File: src/rtl/run_ctrl_pkg.sv
// Shared types for the run controller: FSM states and stop-cause codes.
package run_ctrl_pkg;

    typedef enum logic [1:0] {
        IDLE,
        HOLD,
        RUN,
        DONE
    } state_e;

    typedef enum logic [2:0] {
        CAUSE_NONE    = 3'd0,
        CAUSE_HALT    = 3'd1,
        CAUSE_STOP    = 3'd2,
        CAUSE_TIMEOUT = 3'd3,
        CAUSE_HANG    = 3'd4
    } cause_e;

endpackage

File: src/rtl/sat_counter.sv
// Unsigned up-counter that sticks at all-ones; synchronous clear beats increment.
module sat_counter #(
    parameter int unsigned W = 32
) (
    input  logic         clk,
    input  logic         reset,
    input  logic         clr,
    input  logic         inc,
    output logic [W-1:0] q
);

    logic [W-1:0] q_d;

    always_comb begin
        q_d = q;
        if (clr) begin
            q_d = '0;
        end else if (inc && (q != '1)) begin
            q_d = q + W'(1);
        end
    end

    always_ff @(posedge clk or negedge reset) begin
        if (!reset) begin
            q <= '0;
        end else begin
            q <= q_d;
        end
    end

endmodule

File: src/rtl/run_ctrl.sv
// Core bring-up sequencer: reset hold, run with clock enable, stop and count.
// Define RUN_CTRL_HANG_DETECT_EN to stop the run when evt[0] stays idle for STALL_LIMIT cycles.
module run_ctrl
    import run_ctrl_pkg::*;
#(
    parameter int unsigned RST_HOLD_CYCLES = 4,
    parameter int unsigned TIMEOUT_CYCLES  = 50000,
    parameter int unsigned CNT_W           = 32,
    parameter int unsigned NUM_EVT         = 2,
    parameter int unsigned STALL_LIMIT     = 1024
) (
    input  logic                     clk,
    input  logic                     reset,
    input  logic                     start,
    input  logic                     stop_req,
    input  logic                     halt_det,
    input  logic [NUM_EVT-1:0]       evt,
    output logic                     core_rst,
    output logic                     core_en,
    output logic                     busy,
    output logic                     done,
    output logic [2:0]               cause,
    output logic [CNT_W-1:0]         cycle_cnt,
    output logic [NUM_EVT*CNT_W-1:0] evt_cnt
);

    localparam int unsigned HOLD_W = (RST_HOLD_CYCLES > 1) ? $clog2(RST_HOLD_CYCLES) : 1;
    localparam logic [HOLD_W-1:0] HOLD_INIT    = HOLD_W'(RST_HOLD_CYCLES - 1);
    localparam logic [CNT_W-1:0]  TIMEOUT_LAST = CNT_W'(TIMEOUT_CYCLES - 1);

    if (RST_HOLD_CYCLES < 1) begin : g_bad_hold
        $error("RST_HOLD_CYCLES must be at least 1");
    end
    if (NUM_EVT < 1) begin : g_bad_evt
        $error("NUM_EVT must be at least 1");
    end
    if (STALL_LIMIT < 1) begin : g_bad_stall
        $error("STALL_LIMIT must be at least 1");
    end
    if ((64'(TIMEOUT_CYCLES) >> CNT_W) != 0) begin : g_bad_timeout
        $error("TIMEOUT_CYCLES does not fit in CNT_W bits");
    end

    state_e              state_q, state_d;
    cause_e              cause_q, cause_d;
    logic [HOLD_W-1:0]   hold_q, hold_d;
    logic                cnt_clr;
    logic                run;
    logic                timeout;
    logic                hang;

    assign run     = (state_q == RUN);
    assign timeout = (TIMEOUT_CYCLES != 0) && (cycle_cnt == TIMEOUT_LAST);

`ifdef RUN_CTRL_HANG_DETECT_EN
    localparam int unsigned        STALL_W   = $clog2(STALL_LIMIT + 1);
    localparam logic [STALL_W-1:0] STALL_MAX = STALL_W'(STALL_LIMIT);

    logic [STALL_W-1:0] stall_q, stall_d;
    logic [STALL_W-1:0] stall_inc;

    // Held at zero outside RUN, so every run starts with a fresh count.
    assign stall_inc = stall_q + STALL_W'(1);
    assign stall_d   = (!run || evt[0]) ? '0 : stall_inc;
    assign hang      = run && !evt[0] && (stall_inc == STALL_MAX);

    always_ff @(posedge clk or negedge reset) begin
        if (!reset) begin
            stall_q <= '0;
        end else begin
            stall_q <= stall_d;
        end
    end
`else
    assign hang = 1'b0;
`endif

    always_ff @(posedge clk or negedge reset) begin
        if (!reset) begin
            state_q <= IDLE;
            cause_q <= CAUSE_NONE;
            hold_q  <= '0;
        end else begin
            state_q <= state_d;
            cause_q <= cause_d;
            hold_q  <= hold_d;
        end
    end

    always_comb begin
        state_d = state_q;
        cause_d = cause_q;
        hold_d  = hold_q;
        cnt_clr = 1'b0;
        case (state_q)
            IDLE, DONE: begin
                if (start) begin
                    state_d = HOLD;
                    hold_d  = HOLD_INIT;
                    cause_d = CAUSE_NONE;
                    cnt_clr = 1'b1;
                end
            end
            HOLD: begin
                if (hold_q == '0) begin
                    state_d = RUN;
                end else begin
                    hold_d = hold_q - HOLD_W'(1);
                end
            end
            RUN: begin
                if (halt_det) begin
                    state_d = DONE;
                    cause_d = CAUSE_HALT;
                end else if (stop_req) begin
                    state_d = DONE;
                    cause_d = CAUSE_STOP;
                end else if (timeout) begin
                    state_d = DONE;
                    cause_d = CAUSE_TIMEOUT;
                end else if (hang) begin
                    state_d = DONE;
                    cause_d = CAUSE_HANG;
                end
            end
            default: state_d = IDLE;
        endcase
    end

    assign core_rst = (state_q == IDLE) || (state_q == HOLD);
    assign core_en  = run;
    assign busy     = (state_q == HOLD) || run;
    assign done     = (state_q == DONE);
    assign cause    = cause_q;

    sat_counter #(
        .W(CNT_W)
    ) u_cycle_cnt (
        .clk  (clk),
        .reset(reset),
        .clr  (cnt_clr),
        .inc  (run),
        .q    (cycle_cnt)
    );

    for (genvar i = 0; i < NUM_EVT; i++) begin : g_evt
        sat_counter #(
            .W(CNT_W)
        ) u_evt_cnt (
            .clk  (clk),
            .reset(reset),
            .clr  (cnt_clr),
            .inc  (run && evt[i]),
            .q    (evt_cnt[i*CNT_W +: CNT_W])
        );
    end

endmodule

File: config.mk
export PLATFORM = sky130hd
export DESIGN_NAME = run_ctrl
export DESIGN_NICKNAME = d
export VERILOG_FILES = /design/src/rtl/run_ctrl_pkg.sv /design/src/rtl/sat_counter.sv /design/src/rtl/run_ctrl.sv
export SDC_FILE = /design/constraint.sdc
export NUM_CORES = 1
export LEC_CHECK = 0
export CORE_UTILIZATION = 30
export DETAILED_ROUTE_END_ITERATION = 7
export GPL_TIMING_DRIVEN = 0
export PLACE_DENSITY = 0.49
export SLEW_MARGIN = 10
export SYNTH_ARGS = -nofsm -noshare
export SYNTH_HDL_FRONTEND = slang
export SYNTH_SLANG_ARGS = --single-unit
File: constraint.sdc
create_clock -name clk -period 2.7 [get_ports clk]
set_input_delay 0.405 -clock clk [delete_from_list [all_inputs] [get_ports clk]]
set_output_delay 0.405 -clock clk [all_outputs]
set_load 0.05 [all_outputs]
* Word level (Yosys, flattened, before mapping)
Index checks and enable logic that the tools add are counted.
Operators by class: $add $sub $neg 4, equality and inequality tests 11, muxes and demuxes 22, reduce and logical (&&, ||, !) cells 18
Operators with widths (number):
- $mux 32 | 6
- $add 32x1->32 const B | 3
- $ne 32x32->1 const B | 3
- $eq 32x16->1 const B | 1
- $mux 2 | 7
- $mux 3 | 4
- $reduce_bool 2->1 | 5
- $reduce_and 3->1 | 3
- $ne 2x2->1 const B | 3
- $pmux 2 s3 | 1
- $pmux 3 s2 | 1
- $logic_and 1x1->1 | 5
- $eq 2x2->1 const B | 2
- $logic_not 2->1 | 2
- $ne 4x3->1 const B | 1
- $pmux 2 s2 | 1
- $eq 2x1->1 const B | 1
- $logic_or 1x1->1 | 2
- $mux 1 | 2
- $reduce_or 2->1 | 1
- $sub 2x1->2 const B | 1
Storage, ports and cells: register bits 103, input bits 7, output and inout bits 103, word-level logic and storage cells 61

* Depth between registers and ports, before layout
Gate-level depths: netlist of the first run.
depth in word-level cells 5, gate-level depth with buffers 9, depth with buffers taken out 7

* Hierarchy
A second synthesis of the first run with hierarchy kept.
Unflattened totals: cells, all modules 659, area, all modules 6134.6 um^2
Modules (own cells, without submodules):
- sat_counter | instances 3, cells an instance 198, area an instance 1854.3 um^2, seq. area each 800.8 um^2
- run_ctrl | instances 1, cells an instance 65, area an instance 571.8 um^2, seq. area each 150.1 um^2

* Worst setup path before layout of the first run
Ideal clock, no wire load.
kind register to register, from register state_q[0], to register g_evt[1].u_evt_cnt.q[23], setup time 78 ps, data arrival time 2764 ps, data required time 2622 ps, setup slack -142 ps, stages on the path, launching flop included 10, buffers on the path 2, clock period less this slack 2842 ps, path through dfrtp_1 -> inv_1 -> ha_1 -> nand2_1 -> or4_4 -> buf_6 -> a211o_1 -> buf_6 -> or3_1 -> a21oi_1
On the way: cells in the longest elaborated chain, start to end 4, elaborated cells between the ends (all ways) 9, classes of those cells 2 x eq/ne; 2 x mux; 5 x reduce/logical
Ends and longest elaborated chain:
- start: declaration | RTL line run_ctrl.sv:44 | state_e state_q, state_d;
- start signal: assignment | RTL line run_ctrl.sv:84 | state_q <= state_d;
- $eq 2x2->1 | RTL line run_ctrl.sv:52 | assign run = (state_q == RUN);
- named net core_en | RTL line run_ctrl.sv:19 | output logic core_en,
- $logic_and 1x1->1 | RTL line run_ctrl.sv:153 | .inc (run && evt[i]),
- $logic_and 1x1->1 | RTL line sat_counter.sv:18 | end else if (inc && (q != '1)) begin
- $reduce_bool 2->1 (no source line)
- end signal: assignment | RTL line sat_counter.sv:27 | q <= q_d;
- end: declaration | RTL line sat_counter.sv:9 | output logic [W-1:0] q
The timed path passes the listed nets, and every way through them passes these cells. A chain may end at the register's enable or synchronous reset.

* Worst setup path after layout of the first run
from register state_q[1], to output core_rst
On the way: cells in the longest elaborated chain, start to end 2, elaborated cells between the ends (all ways) 3, classes of those cells 1 x eq/ne; 2 x reduce/logical
Ends and longest elaborated chain:
- $eq 2x1->1 / $logic_not 2->1 (equally long branches) | RTL line run_ctrl.sv:130 | assign core_rst = (state_q == IDLE) || (state_q == HOLD);
- $logic_or 1x1->1 * | RTL line run_ctrl.sv:130
- end: declaration | RTL line run_ctrl.sv:18 | output logic core_rst,
Mark *: on every way between the ends. The rest lies on a longest branch, timed or not.

==> results of run 1 <==
critical path, delay by kind of cell (launching register included):
kind                     cells  cell delay (ns)
buffers and inverters        2             0.81
flip-flops                   1             0.43
AND/OR/NAND/NOR              1             0.31
adder cells (fa/ha/maj)      1             0.27
Yosys cell counts (all sizes together) (3+ instances only):
master     n  area, um2
a2111oi    3       26.3
a211oi     8       60.1
a21oi     55        275
a31o       9       78.8
a31oi      7       43.8
and2       4       25.0
and3       7       43.8
and4      14        123
buf        5       38.8
clkbuf    31        116
dfrtp    102       2550
ha         9        113
inv       16       60.1
mux2i      7       70.1
nand2     62        233
nand2b    10       62.6
nand3     32        165
nand4     32        206
nor2      43        161
nor2b      3       18.8
nor3       9       45.0
nor4      11       68.8
nor4b      3       26.3
o211ai     9       67.6
o21ai     30        150
o31ai     15        113
o41ai      4       35.0
or2        3       18.8
or3       30        188
or4       28        214
xnor2     23        201
path summary, 6_finish.rpt:
kind | startpoint | to | slack [ns]
max | state_q[1]$_DFFE_PN0P_ | core_rst | 0.12
min in group clk | cause[1]$_DFFE_PN0P_ | cause[1]$_DFFE_PN0P_ | 0.54
max reg2reg | u_cycle_cnt.q[24]$_DFFE_PN0P_ | u_cycle_cnt.q[21]$_DFFE_PN0P_ | 0.16
max in group asynchronous | reset | g_evt[0].u_evt_cnt.q[21]$_DFFE_PN0P_ | 1.52
min | reset | g_evt[1].u_evt_cnt.q[11]$_DFFE_PN0P_ | 0.49
min reg2reg | cause[1]$_DFFE_PN0P_ | cause[1]$_DFFE_PN0P_ | 0.54
metal layers:
metal,part of all wire [%],track usage (%),up-vias
li1,-,-,2657
met2,47,29.7,135
met5,0,0,-
met1,47,24.7,2769
met3,4.5,3.11,20
met4,1.6,6.77,0
flip-flops by register name, summed over array words and instances, names as in the netlist:
name               flops
hold_q                 2
g_evt.u_evt_cnt.q     64
cause                  2
u_cycle_cnt.q         32
state_q                2
cell type report:
class,instances,area share [%]
clock buffers,11,3.21
repair buffers,112,15.0
multi-input cells,487,39.8
plain buffers,36,2.24
well taps,234,3.88
flip-flops and latches,102,33.8
clock inverters,4,1.26
inverters,16,0.795
report_power, final:
| group | leakage [nW] | total (mW) | internal [mW] | switching [mW] |
|---|---|---|---|---|
| logic | 1.33 | 1.53 | 0.450 | 1.08 |
| clock network | 0.166 | 1.51 | 0.926 | 0.580 |
| registers | 1.41 | 1.69 | 1.60 | 0.0905 |
logic make-up (layout without fill, tap and decap cells):
family          count (synthesis)  after routing  share of synthesized area [%]
fa+ha+maj                       9              9                           1.96
mux                             8              8                           1.42
simple gates                  293            293                           28.2
xor+xnor                       24             24                           3.66
flops                         102            102                           44.4
compound gates                152            152                           16.6
other cells                     1              1                         0.0653
buf+inv                        52            179                           3.75
timing repair:
action	CTS	global route
hold buffers	1	0
pin swaps	0	1
buffers inserted	0	2
resized for setup	10	8
hold endpoints to repair	26	0
setup endpoints to repair	61	19
per-stage QoR:
stage                     util [%]  power (mW)  cell area (um2)  hold WS (ns)
after CTS                     40.1        4.79             7520         0.486
after global routing          40.2        4.99             7550         0.511
after global placement        37.9        3.20             7120         0.516
after detailed placement      38.1        3.23             7150         0.304
final                         40.2        4.73             7550         0.487
after floorplan                  -        2.66             5750         0.109
==> summary.md, run 1 <==
| Metric | Value |
|---|---|
| Placement-stage worst setup slack | `-0.444 ns` |
| Vias/cell | `5.57` |
| Worst setup margin | `between 0.1 and 0.15 ns` |
| Most common cell after layout, fill and taps aside | `clkdlybuf4s50_1` |
| Largest net degree at the start of global routing | `a little under 80` |
| DR WL/cell | `approximately 18 um` |
| Clock latency on the worst-skew pair | `0.36 ns` |
| Final GP Congestion | `~0.83` |
| Via count | `between 5000 and 6000` |
| Final min period | `roughly 2.6 ns` |
| Crit start category | `flip-flop` |
| Mapped cell area | `between 5000 and 6000 um2` |
| Clock Pin Slew Worst Setup and Hold Paths | `about 0.070 ns` |
| Antenna cells | `0` |
| Syn Inst Count | `roughly 640` |
| Required @ worst endpoint | `2.30 ns` |
| Tot GR Track Use | `18.4%` |
| Cts bufs inserted | `9` |
| Layout cells sized above 1 | `just under 7%` |
| H-Tree Depth | `3` |
| Tightest Hold Check Type | `input port to async pin` |
| Clk buf depth | `2` |
| Die area | `about 20000 um2` |
| Grt ovf | `0` |
| Post-synth net total | `between 600 and 700` |
| Buffers on Ports | `108` |
| DR pass1 iterations | `4` |
| Die W | `between 100 and 150 um` |
| Final Hold Vio Count | `0` |
| Fmax | `between 300 and 400 MHz` |
| Delay of the slowest cell on the worst path | `0.70 ns` |
| CTS tree | `built` |
| Max-Slew Margin vs Limit | `about two fifths` |
| Post-synthesis sequential area ratio | `44.4%` |
| CP Cell Sequence | `inv_1, ha_1, or2_2, clkdlybuf4s50_1` |
| Post-DRT Antenna Nets | `0` |
| Pwr/cell area | `627 nW/um2` |
| Top FF cell, synth | `dfrtp_1` |
| Post-synth EDFFs | `0` |
| Setup TNS | `0 ns` |
| Vias in the first global route | `around 5400` |
| FILL cells | `roughly 1900` |
| Antenna violations before repair | `0` |
| Core Area | `about 19000 um2` |
| Initial core utilization | `a little over 30%` |
| Global-route wire length before repair | `28.6 mm` |
| Status | `finished, final reports clean` |
| DRC viols | `0` |
| Root Buffer | `clkbuf_16` |
| Slowest CP cell | `clkdlybuf4s50_1` |
| Crit share post-route | `a little over nine tenths` |
| # rows | `50` |
| Clk_skew | `~0.008 ns` |
| #FFs+latches synth | `approximately 100` |
| Worst path arrival time | `around 2.2 ns` |
| Slew Limit Fails | `0` |
| Clk sink count | `around 100` |
| Worst Reg-to-Reg Cells | `6` |
| Number of max-cap violations | `0` |
| Dpl cells | `around 980` |
| Crit path capture type | `output pin` |
| Area Growth Syn to Fin | `31.4%` |
| Maximum VDD drop | `approximately 0.36 mV` |
| Library cells used by synthesis | `52` |
| Area of the multi-input gates | `approximately 3000 um2` |
| Yosys warns | `0` |
| Detailed-placement wirelength estimate | `approximately 13 mm` |
| Slew at the pin closest to its max-slew limit | `between 0.9 and 1 ns` |
| Reg area | `2550 um2` |
| Die height | `140 um` |
| Commonest non-fill, non-tap cells in the layout | `107 x clkdlybuf4s50_1, 102 x dfrtp_1, 62 x nand2_1, 55 x a21oi_1, 43 x nor2_1` |
| Synth async-reset ratio | `100%` |
| Syn Area/Cell | `~9.0 um2` |
| Leak Pwr | `2.90 nW` |
| Layout Cells excl Fill | `1002` |
| Worst-path fanout max | `7` |
| Ports | `between 100 and 150` |
| CP Class | `flip-flop to output pin` |
| Setup violators final | `0` |
| Routed WL | `approximately 18 mm` |
| Final Net Count | `780` |
| Iteration-0 DRC Markers | `between 300 and 400` |
No activity file was read; power rests on OpenSTA's default activity.
==> run 2: changes to the inputs <==
--- a/config.mk
+++ b/config.mk
@@ -8,7 +8,7 @@
 export CORE_UTILIZATION = 30
 export DETAILED_ROUTE_END_ITERATION = 7
 export GPL_TIMING_DRIVEN = 0
-export PLACE_DENSITY = 0.49
+export PLACE_DENSITY = 0.58
 export SLEW_MARGIN = 10
 export SYNTH_ARGS = -nofsm -noshare
 export SYNTH_HDL_FRONTEND = slang
==> summary.md, run 2 (synthesis gave the netlist of run 1 again) <==
| Metric | Value |
|---|---|
| Required @ worst endpoint | `between 2 and 3 ns` |
| Status | `finished, final reports clean` |
| CP Cell Sequence | `inv_1, ha_4, nand2_1, or4_4, buf_6, a211o_4, buf_6, or3_1, a21oi_1` |
| Most flops, register | `g_evt.u_evt_cnt.q` |
| Clock Pin Slew Worst Setup and Hold Paths | `about 0.070 ns` |
| Clk sink count | `about 100` |
| CTS tree | `built` |
| Die height | `140 um` |
| Final min period | `~2.6 ns` |
| Die area | `between 15000 and 20000 um2` |
| H-Tree Depth | `3` |
| Final Core Density | `40.1%` |
| Met2 Resource Use GR | `between 20% and 30%` |
| M3 GR Usage | `under 10%` |
| R2r endpoint | `g_evt[1].u_evt_cnt.q[23]$_DFFE_PN0P_` |
| Most common cell after layout, fill and taps aside | `clkdlybuf4s50_1` |
| Final GP Congestion | `just over 0.8` |
| Delay of the slowest cell on the worst path | `0.50 ns` |
| Cts bufs inserted | `9` |
| Most used routing layer | `met2` |
| Tightest Hold Check Type | `input port to async pin` |
| Flop2flop setup slack | `around 0.15 ns` |
| Final Net Count | `780` |
| Crit start category | `flip-flop` |
| Setup violators final | `0` |
| Global-route wire length before repair | `between 20 and 30 mm` |
| Number of max-cap violations | `0` |
| Largest net degree at the start of global routing | `75` |
| Placed Instance Area | `7150 um2` |
| Grt ovf | `0` |
| Worst-path fanout max | `10` |
| Crit path capture type | `flip-flop` |
| CP Class | `flip-flop to flip-flop` |
| Die W | `roughly 140 um` |
| Core Area | `18800 um2` |
| Vias in the first global route | `4999` |
| Biggest regs | `g_evt.u_evt_cnt.q x64, u_cycle_cnt.q x32` |
| Iteration-0 DRC Markers | `between 200 and 300` |
| Post-route cell area | `around 7500 um2` |
| Slowest CP cell | `or4_4` |
| Leak Pwr | `around 2.9 nW` |
| Initial core utilization | `30.6%` |
| Commonest non-fill, non-tap cells in the layout | `107 x clkdlybuf4s50_1, 102 x dfrtp_1, 62 x nand2_1, 55 x a21oi_1, 43 x nor2_1` |
| Worst reg2reg startpoint | `state_q[0]$_DFFE_PN0P_` |
| Via count | `between 5000 and 6000` |
| Layout cells sized above 1 | `approximately 7%` |
| Layout Cells excl Fill | `about 1000` |
| Antenna violations before repair | `0` |
| Dpl cells | `984` |
| Buffers on Ports | `approximately 110` |
| Clock latency on the worst-skew pair | `about 0.35 ns` |
| Worst setup margin | `roughly 0.15 ns` |
| Maximum VDD drop | `about 0.35 mV` |
| Fmax | `between 300 and 400 MHz` |
| DR pass1 iterations | `5` |
| Max reg flops | `64` |
| Placement-stage worst setup slack | `-0.356 ns` |
| Clk_skew | `around 0.010 ns` |
| Worst Reg-to-Reg Cells | `9` |
| Clk buf depth | `2` |
| Hold Slack | `0.496 ns` |
| DRC viols | `0` |
| DR WL/cell | `about 17 um` |
| Detailed-placement wirelength estimate | `around 12 mm` |
| Antenna cells | `0` |
| Max-Slew Margin vs Limit | `30.3%` |
| Design Power | `4.47 mW` |
| Post-DRT Antenna Nets | `0` |
| Vias/cell | `between 5 and 6` |
| Worst path arrival time | `approximately 2.8 ns` |
| Setup TNS | `0 ns` |
| # rows | `50` |
| Tot GR Track Use | `roughly 18%` |
| Pwr/cell area | `between 500 and 600 nW/um2` |
| Met1 Use GR | `between 20% and 30%` |
| Ports | `110` |
| Most used cell along the critical path | `buf_6` |
| Final Hold Vio Count | `0` |
| Area Growth Syn to Fin | `30.9%` |
| Routed WL | `between 15 and 20 mm` |
| Root Buffer | `clkbuf_16` |
| Crit share post-route | `between 90 and 100%` |
| Slew Limit Fails | `0` |
| Slew at the pin closest to its max-slew limit | `just over 1 ns` |
==> run 2: changes by cell type in the layout (fill, tap and decap cells not counted), sizes merged <==
cell	before	now
bufinv	3	0
clkinv	1	2
clkinvlp	0	2
inv	16	17
==> run 2: critical path, delay by kind of cell, from the launching register on <==
| family | cells | cell delay [ns] |
|---|---|---|
| simple gates | 3 | 0.93 |
| compound gates | 2 | 0.49 |
| buf+inv | 3 | 0.45 |
| flops | 1 | 0.41 |
| fa+ha+maj | 1 | 0.20 |
==> run 2: power breakdown <==
| part | total (mW) | switching [mW] | internal (mW) | leakage, nW |
|---|---|---|---|---|
| clock network | 1.25 | 0.600 | 0.652 | 0.132 |
| registers | 1.70 | 0.0931 | 1.60 | 1.41 |
| logic | 1.52 | 1.06 | 0.460 | 1.35 |
| total | 4.47 | 1.76 | 2.71 | 2.89 |
==> run 2: worst max-delay path by stage <==
| stage | from | end | slack [ns] | depth (start not counted) |
|---|---|---|---|---|
| floorplan | state_q[0]$_DFFE_PN0P_ | g_evt[1].u_evt_cnt.q[23]$_DFFE_PN0P_ | 0.08 | 9 |
| finish | state_q[0]$_DFFE_PN0P_ | g_evt[1].u_evt_cnt.q[23]$_DFFE_PN0P_ | 0.15 | 9 |
| global placement | reset | g_evt[0].u_evt_cnt.q[20]$_DFFE_PN0P_ | -3.00 | 1 |
| global route | g_evt[1].u_evt_cnt.q[17]$_DFFE_PN0P_ | g_evt[1].u_evt_cnt.q[13]$_DFFE_PN0P_ | -0.03 | 6 |
| CTS | state_q[0]$_DFFE_PN0P_ | g_evt[1].u_evt_cnt.q[23]$_DFFE_PN0P_ | 0.02 | 9 |
| detailed placement | start | g_evt[0].u_evt_cnt.q[19]$_DFFE_PN0P_ | -0.36 | 6 |
==> run 2: area by class of cell <==
class,count,area (um2)
flip-flops and latches,102,2550
clock buffers,11,243
repair buffers,112,1150
multi-input cells,487,3020
fillers,1899,11200
well taps,234,293
clock inverters,5,33.8
inverters,16,60.1
plain buffers,36,170
==> run 2: repair_timing <==
action	CTS	global route
gates resized for setup	7	17
gates cloned	0	0
endpoints found under the setup margin	62	70
setup buffers	0	2
endpoints found under the hold margin	28	0
hold buffers	1	0
==> run 2: per-layer routing <==
layer  part of all wire [%]  up-vias
met5                      0        -
met4                    2.3        0
met3                    6.1       23
met2                     45      162
met1                     47     2563
li1                       -     2660
==> run 3: changes to the inputs <==
--- a/config.mk
+++ b/config.mk
@@ -5,6 +5,7 @@
 export SDC_FILE = /design/constraint.sdc
 export NUM_CORES = 1
 export LEC_CHECK = 0
+export CAP_MARGIN = 20
 export CORE_UTILIZATION = 30
 export DETAILED_ROUTE_END_ITERATION = 7
 export GPL_TIMING_DRIVEN = 0
==> results of run 3 <==
Same layout as run 2: the final DEF is identical, and so are final timing and power.
